--- src/rtl/mips_run_pkg.sv ---
// Shared encodings for the DE10-Lite MIPS run controller: FSM states,
// speed codes and button bit positions.
package mips_run_pkg;

    typedef enum logic [1:0] {
        HALT = 2'd0,
        STEP = 2'd1,
        RUN  = 2'd2
    } state_t;

    localparam logic [1:0] SPD_2HZ  = 2'd0;
    localparam logic [1:0] SPD_20HZ = 2'd1;
    localparam logic [1:0] SPD_1KHZ = 2'd2;
    localparam logic [1:0] SPD_FULL = 2'd3;

    localparam int BTN_STEP = 0;
    localparam int BTN_RUN  = 1;
    localparam int BTN_SPD  = 2;
    localparam int BTN_DISP = 3;

endpackage

--- src/rtl/mips_run_ctrl_run_tick_gen.sv ---
// Run-rate prescaler: counts 0..period-1 while enabled and flags the last
// count as a tick; clr restarts the count from zero on the next edge.
module run_tick_gen #(
    parameter int CW = 25
) (
    input  logic          CLK,
    input  logic          RST,
    input  logic          clr_i,
    input  logic          en_i,
    input  logic [CW-1:0] period_i,
    output logic          tick_o
);

    logic [CW-1:0] cnt_q, cnt_d;

    assign tick_o = en_i && (cnt_q == period_i - CW'(1));

    always_comb begin
        cnt_d = cnt_q;
        if (clr_i)
            cnt_d = '0;
        else if (en_i)
            cnt_d = tick_o ? '0 : cnt_q + CW'(1);
    end

    always_ff @(posedge CLK) begin
        if (RST)
            cnt_q <= '0;
        else
            cnt_q <= cnt_d;
    end

endmodule

--- src/rtl/mips_run_ctrl.sv ---
// Run controller: halt / single-step / free-run CPU clock-enable, speed and
// display-page selection, executed-instruction counter. BRKPT_EN adds a PC breakpoint.
module mips_run_ctrl
    import mips_run_pkg::*;
#(
    parameter int DIV0 = 25000000,
    parameter int DIV1 = 2500000,
    parameter int DIV2 = 50000,
    parameter int DIV3 = 1,
    parameter int CW   = 25
) (
    input  logic        CLK,
    input  logic        RST,
    input  logic [3:0]  BTN,
    input  logic        HALT_REQ,
    input  logic [31:0] PC,
    input  logic [31:0] BRK_ADDR,
    output logic        CPU_EN,
    output logic        RUNNING,
    output logic [1:0]  SPEED,
    output logic [1:0]  DISP_SEL,
    output logic [31:0] ICOUNT
);

    state_t        state_q;
    logic          cpu_en_q;
    logic          running_q;
    logic [1:0]    speed_q;
    logic [1:0]    disp_q;
    logic [31:0]   icount_q;
    logic [CW-1:0] period;
    logic          tick;
    logic          brk_hit;

    always_comb begin
        period = CW'(DIV0);
        case (speed_q)
            SPD_2HZ:  period = CW'(DIV0);
            SPD_20HZ: period = CW'(DIV1);
            SPD_1KHZ: period = CW'(DIV2);
            SPD_FULL: period = CW'(DIV3);
            default:  period = CW'(DIV0);
        endcase
    end

    // Held clear outside RUN so every run entry starts a full period.
    run_tick_gen #(.CW(CW)) u_tick (
        .CLK      (CLK),
        .RST      (RST),
        .clr_i    (BTN[BTN_SPD] || (state_q != RUN)),
        .en_i     (state_q == RUN),
        .period_i (period),
        .tick_o   (tick)
    );

`ifdef BRKPT_EN
    assign brk_hit = tick && (PC == BRK_ADDR);
`else
    logic unused_brk;
    assign brk_hit    = 1'b0;
    assign unused_brk = ^{PC, BRK_ADDR};
`endif

    always_ff @(posedge CLK) begin
        if (RST) begin
            state_q   <= HALT;
            cpu_en_q  <= 1'b0;
            running_q <= 1'b0;
            speed_q   <= SPD_2HZ;
            disp_q    <= 2'd0;
            icount_q  <= 32'd0;
        end else begin
            icount_q <= icount_q + {31'd0, cpu_en_q};
            cpu_en_q <= 1'b0;
            if (BTN[BTN_SPD])
                speed_q <= speed_q + 2'd1;
            if (BTN[BTN_DISP])
                disp_q <= disp_q + 2'd1;
            case (state_q)
                HALT: begin
                    // Run/stop wins over step when both arrive together.
                    if (BTN[BTN_RUN]) begin
                        state_q   <= RUN;
                        running_q <= 1'b1;
                    end else if (BTN[BTN_STEP]) begin
                        state_q  <= STEP;
                        cpu_en_q <= 1'b1;
                    end
                end
                STEP: state_q <= HALT;
                RUN: begin
                    if (BTN[BTN_RUN] || HALT_REQ || brk_hit) begin
                        state_q   <= HALT;
                        running_q <= 1'b0;
                    end else begin
                        cpu_en_q <= tick;
                    end
                end
                default: begin
                    state_q   <= HALT;
                    running_q <= 1'b0;
                end
            endcase
        end
    end

    assign CPU_EN   = cpu_en_q;
    assign RUNNING  = running_q;
    assign SPEED    = speed_q;
    assign DISP_SEL = disp_q;
    assign ICOUNT   = icount_q;

endmodule
--- config.mk ---
export PLATFORM = sky130hd
export DESIGN_NAME = mips_run_ctrl
export DESIGN_NICKNAME = d
export VERILOG_FILES = /design/src/rtl/mips_run_pkg.sv /design/src/rtl/mips_run_ctrl_run_tick_gen.sv /design/src/rtl/mips_run_ctrl.sv
export SDC_FILE = /design/constraint.sdc
export NUM_CORES = 1
export LEC_CHECK = 0
export ABC_AREA = 0
export CAP_MARGIN = 10
export CORE_ASPECT_RATIO = 1.1
export CORE_MARGIN = 8
export CORE_UTILIZATION = 41
export DETAILED_ROUTE_END_ITERATION = 7
export PLACE_DENSITY_LB_ADDON = 0.2
export SYNTH_ARGS = -nofsm -noshare
export SYNTH_HDL_FRONTEND = slang
export SYNTH_SLANG_ARGS = --single-unit
--- constraint.sdc ---
create_clock -name CLK -period 2.1 [get_ports CLK]
set_input_delay 0.42 -clock CLK [delete_from_list [all_inputs] [get_ports CLK]]
set_output_delay 0.42 -clock CLK [all_outputs]
set_load 0.05 [all_outputs]
# Word level (Yosys, flattened, before mapping)

Cells that the tools add are included.

Add/sub/neg operators: 5
Equal/unequal tests: 10
Muxes and demuxes: 13
Bitwise gates (word level): 1
Reductions and logical operators: 8

Operators by type and width:

| cell                  | number |
|---|---|
| $pmux 25 s4           | 1 |
| $add 32x1->32         | 1 |
| $add 25x1->25 const B | 1 |
| $eq 25x25->1          | 1 |
| $mux 25               | 1 |
| $sub 25x1->25 const B | 1 |
| $eq 2x2->1 const B    | 3 |
| $mux 2                | 3 |
| $ne 2x2->1 const B    | 3 |
| $mux 1                | 5 |
| $add 2x1->2 const B   | 2 |
| $eq 2x1->1 const B    | 2 |
| $logic_not 2->1       | 2 |
| $pmux 2 s2            | 1 |
| $ne 3x3->1 const B    | 1 |
| $pmux 1 s3            | 1 |
| $reduce_and 3->1      | 1 |
| $logic_or 1x1->1      | 2 |
| $pmux 1 s2            | 1 |
| $reduce_and 2->1      | 1 |
| $reduce_or 2->1       | 1 |
| $logic_and 1x1->1     | 1 |
| $not 1->1             | 1 |

Bits in registers: 65
Bits of input ports: 71
Output and inout port bits: 38

# Logic depth before layout (Yosys ltp)

Depth after elaboration: 7
Mapped depth: 8
Depth with buffers taken out: 7

# By module

A second synthesis with hierarchy kept.

Cells, all modules: 501
Area total of the unflattened synthesis: 4315.4 um^2

By module, submodules not included:

| module        | times used | cells each | area each (um^2) | sequential area each (um^2) |
|---|---|---|---|---|
| run_tick_gen  | 1          | 288        | 2449.8           | 500.5 |
| mips_run_ctrl | 1          | 213        | 1865.5           | 800.8 |

# Worst setup path after synthesis

No wires, ideal clock.

Path kind: register to register
Start point: register speed_q[0], in the netlist SPEED[0]
End point: register u_tick.cnt_q[1]
Arrival time: 2.559 ns
Required time: 1.985 ns
Setup slack: -0.574 ns
Cell stages (with the launch flop): 8
Buffers on the path: 0
Period minus slack after synthesis: 2.674 ns
Cell sequence: dfxtp_1 inv_1 ha_1 or4_4 a22oi_2 o221ai_2 or4_1 and3_1

Longest elaborated chain between the ends: 6
Elaborated cells between the ends (all ways): 9
Those cells by class: add/sub (1); eq/ne (4); mux (2); reduce/logical (2)

Ends and longest elaborated chain:

| item                                     | RTL line                         | RTL |
|---|---|---|
| start: declaration                       | mips_run_ctrl.sv:28              | `logic [1:0] speed_q;` |
| start signal: assignment                 | mips_run_ctrl.sv:76              | `speed_q <= speed_q + 2'd1;` |
| $eq 2x2->1, or another cell as far along | mips_run_ctrl.sv:37              | `case (speed_q)` |
| $pmux 25 s4 (*)                          | mips_run_ctrl.sv:37              |  |
| $sub 25x1->25 (*)                        | mips_run_ctrl_run_tick_gen.sv:16 | `assign tick_o = en_i && (cnt_q == period_i - CW'(1));` |
| $eq 25x25->1 (*)                         | mips_run_ctrl_run_tick_gen.sv:16 |  |
| $logic_and 1x1->1 (*)                    | mips_run_ctrl_run_tick_gen.sv:16 |  |
| $mux 25 (*)                              | mips_run_ctrl_run_tick_gen.sv:23 | `cnt_d = tick_o ? '0 : cnt_q + CW'(1);` |
| end signal: assignment                   | mips_run_ctrl_run_tick_gen.sv:30 | `cnt_q <= cnt_d;` |
| end: declaration                         | mips_run_ctrl_run_tick_gen.sv:14 | `logic [CW-1:0] cnt_q, cnt_d;` |

Mark *: on every way between the ends. The rest lies on a longest branch, timed or not. The select of a mux whose other input is x is not followed.
A chain may end at the register's enable or synchronous reset.

# Final worst setup path

Start point: register speed_q[0], in the netlist SPEED[0]
End point: register u_tick.cnt_q[11]

The elaborated chain is that of the path after synthesis.

==> results_dict.tcl <==
set metrics [dict create \
    ioPinCount 109 \
    worst_ep_arrival_time_ns 2.39 \
    antennaDiodeCount 0 \
    critPathCaptureType "register" \
    via_per_inst 5.16 \
    postLayoutSetupSlackWorst_ns -0.0589 \
    clkTransAtPathRegs_ns 0.08 \
    synth_cell_types 42 \
    drt_iter0_markers 96 \
    setup_viol 25 \
    hold_start "state_q[0]$_SDFFE_PP0P_" \
    ys_warn_count 0 \
    clkSinkCount 65 \
    first_global_vias 2711 \
    highest_layer "met4" \
    required_ns 2.33 \
    synth_area_um2 3130 \
    synth_seq_area_share 0.416 \
    numPortBuffers 44 \
    dieArea_um2 10700 \
    antenna_found_initial 0 \
    initial_core_util 0.421 \
    stdcell_count 524 \
    cts_made_buffers 9 \
    pre_cts_slack_ns -0.0649 \
    hold_depth 1 \
    multi_input_area_um2 1790 \
    synth_ff_type "dfxtp_1" \
    yosys_register_bits 65 \
    place_area_um2 3870 \
    cts_root_buf "clkbuf_8" \
    synth_cells 359 \
    path_max_fanout 14 \
    gp_congestion 0.847 \
    dp.cells 508 \
    finClkSkew_ns 0.0101 \
    status "finished with violations" \
    crit_chain "inv_4, ha_4, or4_4, a22oi_2, o221ai_2, o41ai_4, buf_6, nor2_1" \
    worst_pin_slew_ns 0.522 \
    synth.top_cell.area_share 0.416 \
    num-nets-final 512 \
    drc_errors 0 \
    r2r-start "SPEED[0]$_SDFFE_PP0P_" \
    r2r_setup_slack_ns -0.06 \
    critPathMaxStageDelay_ns 0.41 \
    whs_endpoint "state_q[1]$_SDFFE_PP0P_" \
    cap_violations 0 \
    hpwl_um 5220 \
    syn_to_final_growth_pct 32.7 \
    wl_um 7370 \
    wl_per_cell_um 14.1 \
    final_area_um2 4150 \
    grt_pass1_wl_um 12600 \
    fillCellCount 702 \
    min_path_type "register to register" \
    die_x_um 99.3 \
    synth_area_leader_cell "dfxtp_1" \
    core-area_um2 7430 \
    clockBufferDepth 2 \
    drive_gt1_frac 0.160 \
    rsz0062_at_grt "yes" \
    maxSlewViolCount 0 \
    hold_violations 0 \
    async_reset_ff_frac 0 \
    power_density_nw_per_um2 686 \
    dr.pass1.iters 4 \
    rows 33 \
    peakVddDrop_v 0.000398 \
    met1Wirelength_um 3480 \
    yosys-top-cells-count "nor2_1, dfxtp_1, xnor2_1" \
    timing.fmax_mhz 463 \
    ant_nets 0 \
    yosys.cell_count.top_type "nor2_1" \
    syn_avg_cell_area_um2 8.72 \
    grt_util_all_layers 0.143 \
    grt_max_degree 41 \
    wl_met2_um 3460 \
    clk_latency_ns 0.34 \
    synth.area.top_cells "dfxtp_1, xnor2_1, nor2_1" \
    syn_nets 439 \
    synth_edf_count 0 \
    timing.final.crit_share 1.03 \
    slew_headroom 0.651 \
    critPathSlowestCell "or4_4" \
    cts_max_level 3 \
    die_h_um 108 \
    cp-start-kind "register" \
    seq_area_um2 1320 \
    reg2regPathDepth 8 \
    violations "setup timing" \
    finalCriticalPeriod_ns 2.16 \
    vias 2702 \
    cts_tree "yes" \
    reg2reg_to "u_tick.cnt_q[11]$_SDFFE_PP0N_" \
    path_class "register to register" \
    globalRouteOverflowTotal 0 \
    leakagePower_nw 1.54 \
    wl_met3_um 300 \
]
state kept, by name, indices dropped and copies added, names as in the netlist:
name,cells
u_tick.cnt_q,25
state_q,2
SPEED,2
DISP_SEL,2
CPU_EN,1
ICOUNT,32
RUNNING,1
layout make-up:
class                   instances  share of cell area
multi-input cells             278               0.430
clock inverters                 6              0.0271
inverters                       8             0.00783
repair buffers                 70               0.155
flip-flops and latches         65               0.318
well taps                      87              0.0262
clock buffers                  10              0.0358
per-stage QoR:
stage               total power, W  hold slack (ns)   util  setup TNS, ns
global route               0.00296            0.543  0.559          -3.07
CTS                        0.00288            0.519  0.556          -1.02
floorplan                  0.00142            0.464      -         -0.478
detailed placement         0.00151            0.503  0.520         -0.803
global placement           0.00150            0.494  0.520         -0.341
finish                     0.00285            0.511  0.559          -1.15
layer usage:
| layer | up-vias | track usage |
|---|---|---|
| li1 | 1384 | - |
| met1 | 1267 | 0.171 |
| met2 | 41 | 0.233 |
| met3 | 10 | 0.0395 |
| met4 | 0 | 0.0693 |
| met5 | - | 0 |
repair_timing:
action,4_1_cts,5_1_grt
hold buffers,0,0
endpoints found under the setup margin,23,32
gates resized for setup,2,7
pin swaps,3,1
setup buffers,0,0
layout by cell type (no fill, tap or decap), types with 4 or more instances in the layout:
cell	netlist	layout
xnor2_1	35	35
a21oi_1	4	4
ha_1	9	8
and4_1	4	4
nand2_1	26	26
clkbuf_8	0	9
inv_1	8	7
and3_1	8	8
nor2b_1	5	5
nand4_1	15	15
clkdlybuf4s50_1	0	39
nand3_1	19	19
xor2_1	24	24
dfxtp_1	65	53
dfxtp_2	0	10
buf_4	0	27
nor3_1	18	18
nor4_1	9	9
and2_1	6	6
nor2_1	67	64
report_power, final:
part           internal [W]  total [W]  switching, W
sequential          0.00125    0.00126     0.0000156
clock              0.000863    0.00137      0.000508
combinational     0.0000918   0.000216      0.000124
total               0.00220    0.00285      0.000648
critical path: cells and delay by family (launching register included):
kind | cells | cell delay [ns]
adder cells (fa/ha/maj) | 1 | 0.16
flip-flops | 1 | 0.38
AO/OA/AOI/OAI | 3 | 0.78
AND/OR/NAND/NOR | 2 | 0.46
buffers and inverters | 2 | 0.27
worst max-delay path by stage:
stage / start / end / slack, ns / depth (start not counted)
floorplan: SPEED[0]$_SDFFE_PP0P_ / u_tick.cnt_q[1]$_SDFFE_PP0N_ / -0.03 / 7
global placement: SPEED[0]$_SDFFE_PP0P_ / u_tick.cnt_q[1]$_SDFFE_PP0N_ / -0.03 / 7
detailed placement: SPEED[0]$_SDFFE_PP0P_ / u_tick.cnt_q[1]$_SDFFE_PP0N_ / -0.06 / 7
CTS: SPEED[0]$_SDFFE_PP0P_ / u_tick.cnt_q[15]$_SDFFE_PP0N_ / -0.05 / 8
global route: SPEED[0]$_SDFFE_PP0P_ / u_tick.cnt_q[23]$_SDFFE_PP0N_ / -0.15 / 8
finish: SPEED[0]$_SDFFE_PP0P_ / u_tick.cnt_q[11]$_SDFFE_PP0N_ / -0.06 / 8
cell families (layout without fill, tap and decap cells):
| group | Yosys count | in the layout | synth area share |
|---|---|---|---|
| AOI/OAI and AO/OA | 15 | 15 | 0.0436 |
| xor gates and xnor gates | 59 | 59 | 0.165 |
| adders and majority gates | 9 | 9 | 0.0360 |
| buffers and inverters | 16 | 94 | 0.0244 |
| DFF | 65 | 65 | 0.416 |
| muxes | 1 | 1 | 0.00320 |
| and+or+nand+nor | 194 | 194 | 0.312 |
Note: power is estimated with default switching activity, not from simulation.
